===== src/rtl/y_drop_controller.sv =====
// Y-position sequencer for the falling block: spawns at the top, steps down on each frame
// tick, clamps onto the current landing row and tracks how many tower levels are filled.
module y_drop_controller #(
    parameter logic [6:0] Y_INIT     = 7'd104,
    parameter logic [6:0] Y_SPAWN    = 7'd0,
    parameter logic [6:0] UNIT_BLOCK = 7'd16,
    parameter logic [6:0] STEP       = 7'd2,
    parameter logic [2:0] LEVELS     = 3'd7
) (
    input  logic       clk,
    input  logic       resetn,
    input  logic       start,
    input  logic       tick,
    input  logic       clear,
    output logic       y_parload,
    output logic [6:0] y_value,
    output logic       y_enable,
    output logic [2:0] level,
    output logic       busy,
    output logic       landed,
    output logic       tower_full
);

    typedef enum logic [2:0] {
        IDLE  = 3'd0,
        SPAWN = 3'd1,
        FALL  = 3'd2,
        LAND  = 3'd3,
        FULL  = 3'd4
    } state_t;

    state_t     state_r, state_nxt_s;
    logic [6:0] y_pos_r, y_pos_nxt_s;
    logic [2:0] level_r, level_nxt_s;
    logic       y_parload_r, y_parload_nxt_s;
    logic       y_enable_r, y_enable_nxt_s;
    logic       busy_r, busy_nxt_s;
    logic       landed_r, landed_nxt_s;
    logic       tower_full_r, tower_full_nxt_s;
    logic [6:0] target_s;
    logic [7:0] nxt_s;

    // Landing row shrinks by one block height per filled level; nxt keeps the carry for the clamp.
    assign target_s = Y_INIT - (UNIT_BLOCK * {4'd0, level_r});
    assign nxt_s    = {1'b0, y_pos_r} + {1'b0, STEP};

    // State and output registers.
    always_ff @(posedge clk or negedge resetn) begin
        if (!resetn) begin
            state_r      <= IDLE;
            y_pos_r      <= Y_INIT;
            level_r      <= 3'd0;
            y_parload_r  <= 1'b0;
            y_enable_r   <= 1'b0;
            busy_r       <= 1'b0;
            landed_r     <= 1'b0;
            tower_full_r <= 1'b0;
        end else begin
            state_r      <= state_nxt_s;
            y_pos_r      <= y_pos_nxt_s;
            level_r      <= level_nxt_s;
            y_parload_r  <= y_parload_nxt_s;
            y_enable_r   <= y_enable_nxt_s;
            busy_r       <= busy_nxt_s;
            landed_r     <= landed_nxt_s;
            tower_full_r <= tower_full_nxt_s;
        end
    end

    // Next-state and next-output logic; clear overrides everything including start/tick.
    always_comb begin
        state_nxt_s      = state_r;
        y_pos_nxt_s      = y_pos_r;
        level_nxt_s      = level_r;
        y_parload_nxt_s  = 1'b0;
        y_enable_nxt_s   = y_enable_r;
        busy_nxt_s       = busy_r;
        landed_nxt_s     = 1'b0;
        tower_full_nxt_s = tower_full_r;
        if (clear) begin
            state_nxt_s      = IDLE;
            level_nxt_s      = 3'd0;
            tower_full_nxt_s = 1'b0;
            y_pos_nxt_s      = Y_INIT;
            y_parload_nxt_s  = 1'b1;
            busy_nxt_s       = 1'b0;
            y_enable_nxt_s   = 1'b0;
        end else begin
            case (state_r)
                IDLE: begin
                    if (start && !tower_full_r) begin
                        state_nxt_s = SPAWN;
                    end else begin
                        state_nxt_s = IDLE;
                    end
                end
                SPAWN: begin
                    y_pos_nxt_s     = Y_SPAWN;
                    y_parload_nxt_s = 1'b1;
                    busy_nxt_s      = 1'b1;
                    y_enable_nxt_s  = 1'b1;
                    state_nxt_s     = FALL;
                end
                FALL: begin
                    if (tick) begin
                        y_parload_nxt_s = 1'b1;
                        if (nxt_s >= {1'b0, target_s}) begin
                            y_pos_nxt_s = target_s;
                            state_nxt_s = LAND;
                        end else begin
                            y_pos_nxt_s = nxt_s[6:0];
                            state_nxt_s = FALL;
                        end
                    end else begin
                        state_nxt_s = FALL;
                    end
                end
                LAND: begin
                    landed_nxt_s   = 1'b1;
                    level_nxt_s    = level_r + 3'd1;
                    busy_nxt_s     = 1'b0;
                    y_enable_nxt_s = 1'b0;
                    if ((level_r + 3'd1) == LEVELS) begin
                        tower_full_nxt_s = 1'b1;
                        state_nxt_s      = FULL;
                    end else begin
                        state_nxt_s = IDLE;
                    end
                end
                FULL: begin
                    state_nxt_s = FULL;
                end
                default: begin
                    state_nxt_s = IDLE;
                end
            endcase
        end
    end

    assign y_parload  = y_parload_r;
    assign y_value    = y_pos_r;
    assign y_enable   = y_enable_r;
    assign level      = level_r;
    assign busy       = busy_r;
    assign landed     = landed_r;
    assign tower_full = tower_full_r;

endmodule


===== config.mk =====
export PLATFORM = sky130hd
export DESIGN_NAME = y_drop_controller
export DESIGN_NICKNAME = d
export VERILOG_FILES = /design/src/rtl/y_drop_controller.sv
export SDC_FILE = /design/constraint.sdc
export NUM_CORES = 1
export LEC_CHECK = 0
export BUFFER_PORTS_ARGS = -buffer_cell sky130_fd_sc_hd__buf_2
export CAP_MARGIN = 0
export CORE_MARGIN = 2
export CORE_UTILIZATION = 49
export CTS_BUF_LIST = sky130_fd_sc_hd__clkbuf_8
export DETAILED_ROUTE_END_ITERATION = 8
export MAX_ROUTING_LAYER = met4
export PLACE_DENSITY = 0.72
export RECOVER_POWER = 50
export SETUP_SLACK_MARGIN = 0.15
export SLEW_MARGIN = 20
export SYNTH_ARGS = -nofsm -noshare
export SYNTH_HDL_FRONTEND = slang
export SYNTH_SLANG_ARGS = --single-unit
export TNS_END_PERCENT = 30

===== constraint.sdc =====
create_clock -name clk -period 3.21 [get_ports clk]
set_input_delay 0.321 -clock clk [delete_from_list [all_inputs] [get_ports clk]]
set_output_delay 0.321 -clock clk [all_outputs]
set_load 0.03 [all_outputs]

==> results of run 1 <==
[metrics by stage]
step	total power [W]	setup WS, ps	cells
after floorplan	0.000325	854	107
after global placement	0.000353	894	149
after detailed placement	0.000355	858	149
after CTS	0.000537	839	154
after global routing	0.000558	636	154
final	0.000531	827	154
[metal layers]
metal  vias to the layer above  global-route usage [%]  part of all wire (%)  routed length, µm
li1                        413                       -                     -                  -
met1                       382                    26.6                    50               1020
met2                        18                    28.4                    44                889
met3                         7                    2.73                   3.1                 63
met4                         0                    10.2                   2.3                 47
met5                         -                       -                     0                  0
[sequential cells by signal, summed over array words and instances, names as in the netlist]
name        cells
busy            1
landed          1
level           3
state_r         3
tower_full      1
y_parload       1
y_value         6
[power by group through the flow]
| stage | clock (W) | combinational, W | sequential (W) |
|---|---|---|---|
| 2_1_floorplan | 0 | 0.0000732 | 0.000252 |
| 3_3_place_gp | 0 | 0.000118 | 0.000235 |
| 3_5_place_dp | 0 | 0.000119 | 0.000236 |
| 4_1_cts | 0.000183 | 0.000121 | 0.000232 |
| 5_1_grt | 0.000192 | 0.000132 | 0.000234 |
| 6_report | 0.000180 | 0.000119 | 0.000232 |
[tightest hold or removal path, delay by kind of cell]
| family | cells | cell delay, ps |
|---|---|---|
| AO/OA/AOI/OAI | 1 | 40 |
| buffers and inverters | 1 | 80 |
| AND/OR/NAND/NOR | 1 | 80 |
[final cells by class]
| cell class | instances | area (µm²) |
|---|---|---|
| fillers | 184 | 791 |
| multi-input cells | 83 | 587 |
| flip-flops and latches | 16 | 404 |
| repair buffers | 19 | 92.6 |
| clock buffers | 4 | 55.1 |
| well taps | 27 | 33.8 |
| inverters | 5 | 18.8 |
[worst max-delay path by stage]
stage,startpoint,endpoint,cells after the start
after floorplan,y_value[1],y_value[1],9
after global placement,y_value[1],y_value[1],9
after detailed placement,level[0],y_value[1],9
after CTS,level[0],y_value[1],9
after global routing,level[0],y_value[1],9
final,level[0],y_value[1],9
[cells in the mapped netlist, types with 2 or more instances]
cell type  number
xnor2_1         3
inv_1           4
nand3b_1        2
a21o_1          2
ha_1            7
dfrtp_1        13
nor4_1          2
nand4b_1        3
nand3_1         6
nor2_1         15
xor2_1          5
a21oi_1         7
nand4_1         3
dfstp_2         3
nand2_1         6
o21a_1          2
buf_4           2
o21ai_0         2
nand2b_1        2
[cells by family after synthesis]
logic type / synth area share, %
AOI/OAI and AO/OA: 14.3
xor gates and xnor gates: 6.77
muxes: 0.967
DFF: 39.1
buffers and inverters: 3.75
other: 0.362
adders and majority gates: 8.46
and+or+nand+nor: 26.4
==> metrics, run 1 <==
final setup fails=0; Worst-Skew Late Latency=250 ps; grt ovf=0; PD cells=446 nW/µm²; Worst Hold Depth=3; Die ar.=2500 µm²; CTS tree=built; DRT Pass-1 Iters=3; DRC=0; R2R Path Start=level[0]; Layout Nets=140; pin count of the biggest net entering global routing=17; Critical path buffers and inverters=2; layout cells sized above 1=22.8%; critical path class=reg2reg; slowest stage delay, CP=480 ps; setup slack, reg-to-reg=830 ps; DR vias/cell=5.32; hold buffers post-CTS=1; R2R depth=9; Net Sw Power=0.000165 W; Avg Cell Area, Syn=9.67 µm²; fin crit period=2380 ps; clk_skew=2.03 ps; Critical Path AT=2580 ps; I/O Buffers=18; final core occ=60.1%; Routed Wire Length=2.02 mm; fin area=1190 µm²; sw frac=31.1%; Crit Path Max Fanout=7; status=finished clean; clock sink count=16; Pleak=0.561 nW; Syn Nets=119; I/O pins=20; DR vias=820; register bit total from synthesis=16; CTS Buf Count=3; Hold WS=313 ps; routed len/inst=13.1 µm; CTS root buf=clkbuf_8; CP Cell Sequence=inv_1 > ha_1 > inv_1 > ha_1 > a21o_1 > a21oi_4 > nand3_2 > nor4_1 > a21o_1; FP Rows=16; top_reg_cell synth=dfrtp_1; Syn-to-layout area delta=15.1%; Die Wd=50.0 µm; Max Slew Vio Count=0; antenna-violating nets left=0; sequential fraction of the synthesis area=39.1%; initial antenna violation count=0; logic gate share of total power=22.4%; Synth Cell Area=1030 µm²; final clock period utilization by the worst path=74.2%; fmax=0.420 GHz; Antenna diodes=0; min-delay worst type=in2reg; Yosys Warn Count=0; die height=50.0 µm; RSZ-0062 raised after global routing=no; largest area contributor in the netlist=dfrtp_1; worst-case clock buffer depth=2; relative slew slack=42.5%; Placer Congestion=0.941; setup TNS=0 ps; postcts setup bufs=0; Post-synth ARST share=100%; worst hold start=start; Req. time, crit path=3410 ps; DP Area=1140 µm²; Mapped Cells=107; Area contributors post-synth=dfrtp_1, ha_1, dfstp_2; vias in the first global route=809; Max rail drop VDD=256 µV; Crit-path slowest cell=dfrtp_1; Worst Setup Start Kind=flop; Reg clk slew, reported paths=60 ps; Top Family by Delay on Critical Path=adder cells; initial core utilization=52.2%; cts repair resizes=0; Detailed Place HPWL=1.52 mm; Yosys cell types=37; Core Footprint=1980 µm²; Critical Path End Type=flop; Int Power=0.000366 W; Reg2Reg Capture Point=y_value[1]; Worst-Margin Slew=863 ps; first-pass GRT wire length=3.60 mm; CTS H-tree lvls=1; hold-critical path endpoint=state_r[0]; number of synthesized flops with an enable pin=0; Synth top area share=31.4%; Clock power frac=33.9%; most frequent cells in the layout=nor2_1, dfrtp_1, buf_2; GRT Total Usage=19.6%; 1st-iter DRT viols=2; commonest non-fill, non-tap cell in the layout=nor2_1; max-cap check violation count=0; Final Hold Fails=0; Seq pwr share=43.7%
Power figures use the tool's default switching activity.
==> run 2, diff against run 1 <==
==> constraint.sdc (replaced) <==
create_clock -name clk -period 2.2 [get_ports clk]
set_input_delay 0.22 -clock clk [delete_from_list [all_inputs] [get_ports clk]]
set_output_delay 0.22 -clock clk [all_outputs]
set_load 0.03 [all_outputs]
==> run 2 against run 1 <==
Effect of this change:
- flip-flop and latch count stayed put
- critical endpoint is now y_value[2]
- utilization is 10 points higher
- sequential share of layout area is 4.7 points lower
- combinational power is 100% higher
- worst setup slack worse by 670 ps
- non-clock buffer count is 16 higher
==> metrics, run 2 (synthesis results as in run 1) <==
status=finished clean; DR vias=917 (+12%); I/O pins=20 (unchanged); Pleak=0.635 nW (+13%); Crit Path Max Fanout=7 (unchanged); final core occ=70.4% (+10 points); grt ovf=0 (unchanged); Multi-input gate area=678 µm² (+16%); Syn-to-layout area delta=34.8%; CTS tree=built; fmax=0.490 GHz (+17%); CTS H-tree lvls=1 (unchanged); Worst-Skew Late Latency=250 ps (about the same); 1st-iter DRT viols=20 (+18); initial antenna violation count=0 (unchanged); slowest stage delay, CP=570 ps (+90 ps); GRT Total Usage=21.4% (+1.7 points); clk_skew=7.93 ps (+5.89 ps); Critical Path End Type=flop; Core Footprint=1980 µm² (unchanged); most frequent cells in the layout=buf_4, nor2_1, buf_2; die height=50.0 µm (unchanged); Worst Setup Start Kind=flop; final setup fails=0 (unchanged); setup TNS=0 ps (unchanged); critical path class=reg2reg; Critical Path AT=2190 ps (-390 ps); min-delay worst type=in2reg; Crit-path slowest cell=dfstp_2; Max rail drop VDD=388 µV (+52%); Detailed Place HPWL=1.69 mm (+12%); register area=408 µm² (+0.93%); Worst-Margin Slew=885 ps (+22.0 ps); Reg clk slew, reported paths=60 ps (about the same); I/O Buffers=18 (unchanged); Critical path buffers and inverters=0 (-2); layout cells sized above 1=39.2% (+16 points); max-cap check violation count=0 (unchanged); Max Slew Vio Count=0 (unchanged); worst-case clock buffer depth=2 (unchanged); Die ar.=2500 µm² (unchanged); final cell count without fillers=170 (+10%); Routed Wire Length=2.34 mm (+16%); antenna-violating nets left=0 (unchanged); routed len/inst=13.8 µm (+5.0%); layout filler cell count=165 (-10%); FP Rows=16 (unchanged); CTS Buf Count=3 (unchanged); Req. time, crit path=2350 ps (-1060 ps); DR vias/cell=5.39 (+1.3%); Final Hold Fails=0 (unchanged); max reg flops=6 (unchanged); Die Wd=50.0 µm (unchanged); RSZ-0062 raised after global routing=yes; DRC=0 (unchanged); Top Family by Delay on Critical Path=compound AO/OA/AOI/OAI gates; final clock period utilization by the worst path=92.8% (+19 points); fin crit period=2040 ps (-341 ps); first-pass GRT wire length=3.98 mm (+11%); Layout Nets=156 (+11%); initial core utilization=52.2% (unchanged); commonest non-fill, non-tap cell in the layout=buf_4; pin count of the biggest net entering global routing=17 (unchanged); CTS root buf=clkbuf_8; Placer Congestion=0.818 (-13%); DRT Pass-1 Iters=4 (+1); vias in the first global route=894 (+11%); Antenna diodes=0 (unchanged); PD cells=573 nW/µm² (+29%); total power=0.000800 W (+51%); relative slew slack=41.0% (-1.5 points); Placed Cells=150 (+0.67%); CP Cell Sequence=nand3_2 > xnor2_2 > ha_1 > a21o_1 > a21oi_4 > nand3_4 > o31ai_2; clock sink count=16 (unchanged)
[run 2: worst min-delay path: stages]
cell and delay, ps:
buf_2 80, a32oi_2 40, nor2_1 70
[run 2: repair_timing]
action                                  4_1_cts  5_1_grt
hold endpoints to repair                     13        0
gates resized for setup                       3        5
pin swaps                                     6        5
hold buffers                                  1        0
endpoints found under the setup margin        7        7
setup buffers                                10        5
[run 2: path summary, 6_finish.rpt]
kind / from / endpoint / slack (ps) / cells past startpoint
worst min register to register: tower_full / tower_full / 540 / 2
max in group asynchronous: resetn / y_value[1] / 980 / 2
worst max register to register: y_value[3] / y_value[2] / 160 / 7
worst min-delay path: start / state_r[0] / 210 / 3
worst max-delay path: y_value[3] / y_value[2] / 160 / 7
min in group asynchronous: resetn / tower_full / 620 / 2
[run 2: per-layer routing]
metal	share of wire [%]	routed length (µm)	up-vias	global-route usage, %
met2	50	1170	16	34.9
met5	0	0	-	-
met1	47	1100	453	28.1
met3	1.9	45	4	2.73
li1	-	-	444	-
met4	1.0	24	0	5.56
[run 2: layout make-up]
cell class              instances  area share [%]
multi-input cells              83            48.6
flip-flops and latches         16            29.2
repair buffers                 35            15.2
clock buffers                   3            2.96
well taps                      27            2.42
inverters                       5            1.35
clock inverters                 1           0.269
[run 2: power by group]
part	switching, W	total (W)	internal, W
registers	0.0000196	0.000336	0.000317
logic	0.000140	0.000241	0.000101
clock network	0.0000989	0.000222	0.000124
total	0.000258	0.000800	0.000542
[run 2: through the flow]
stage	hold slack [ps]	worst slack [ps]	cell area (µm²)
after global routing	243	45.4	1400
after floorplan	-75.6	94.4	1070
after detailed placement	156	-15.3	1190
after global placement	150	43.9	1190
after CTS	211	135	1330
final	214	158	1400
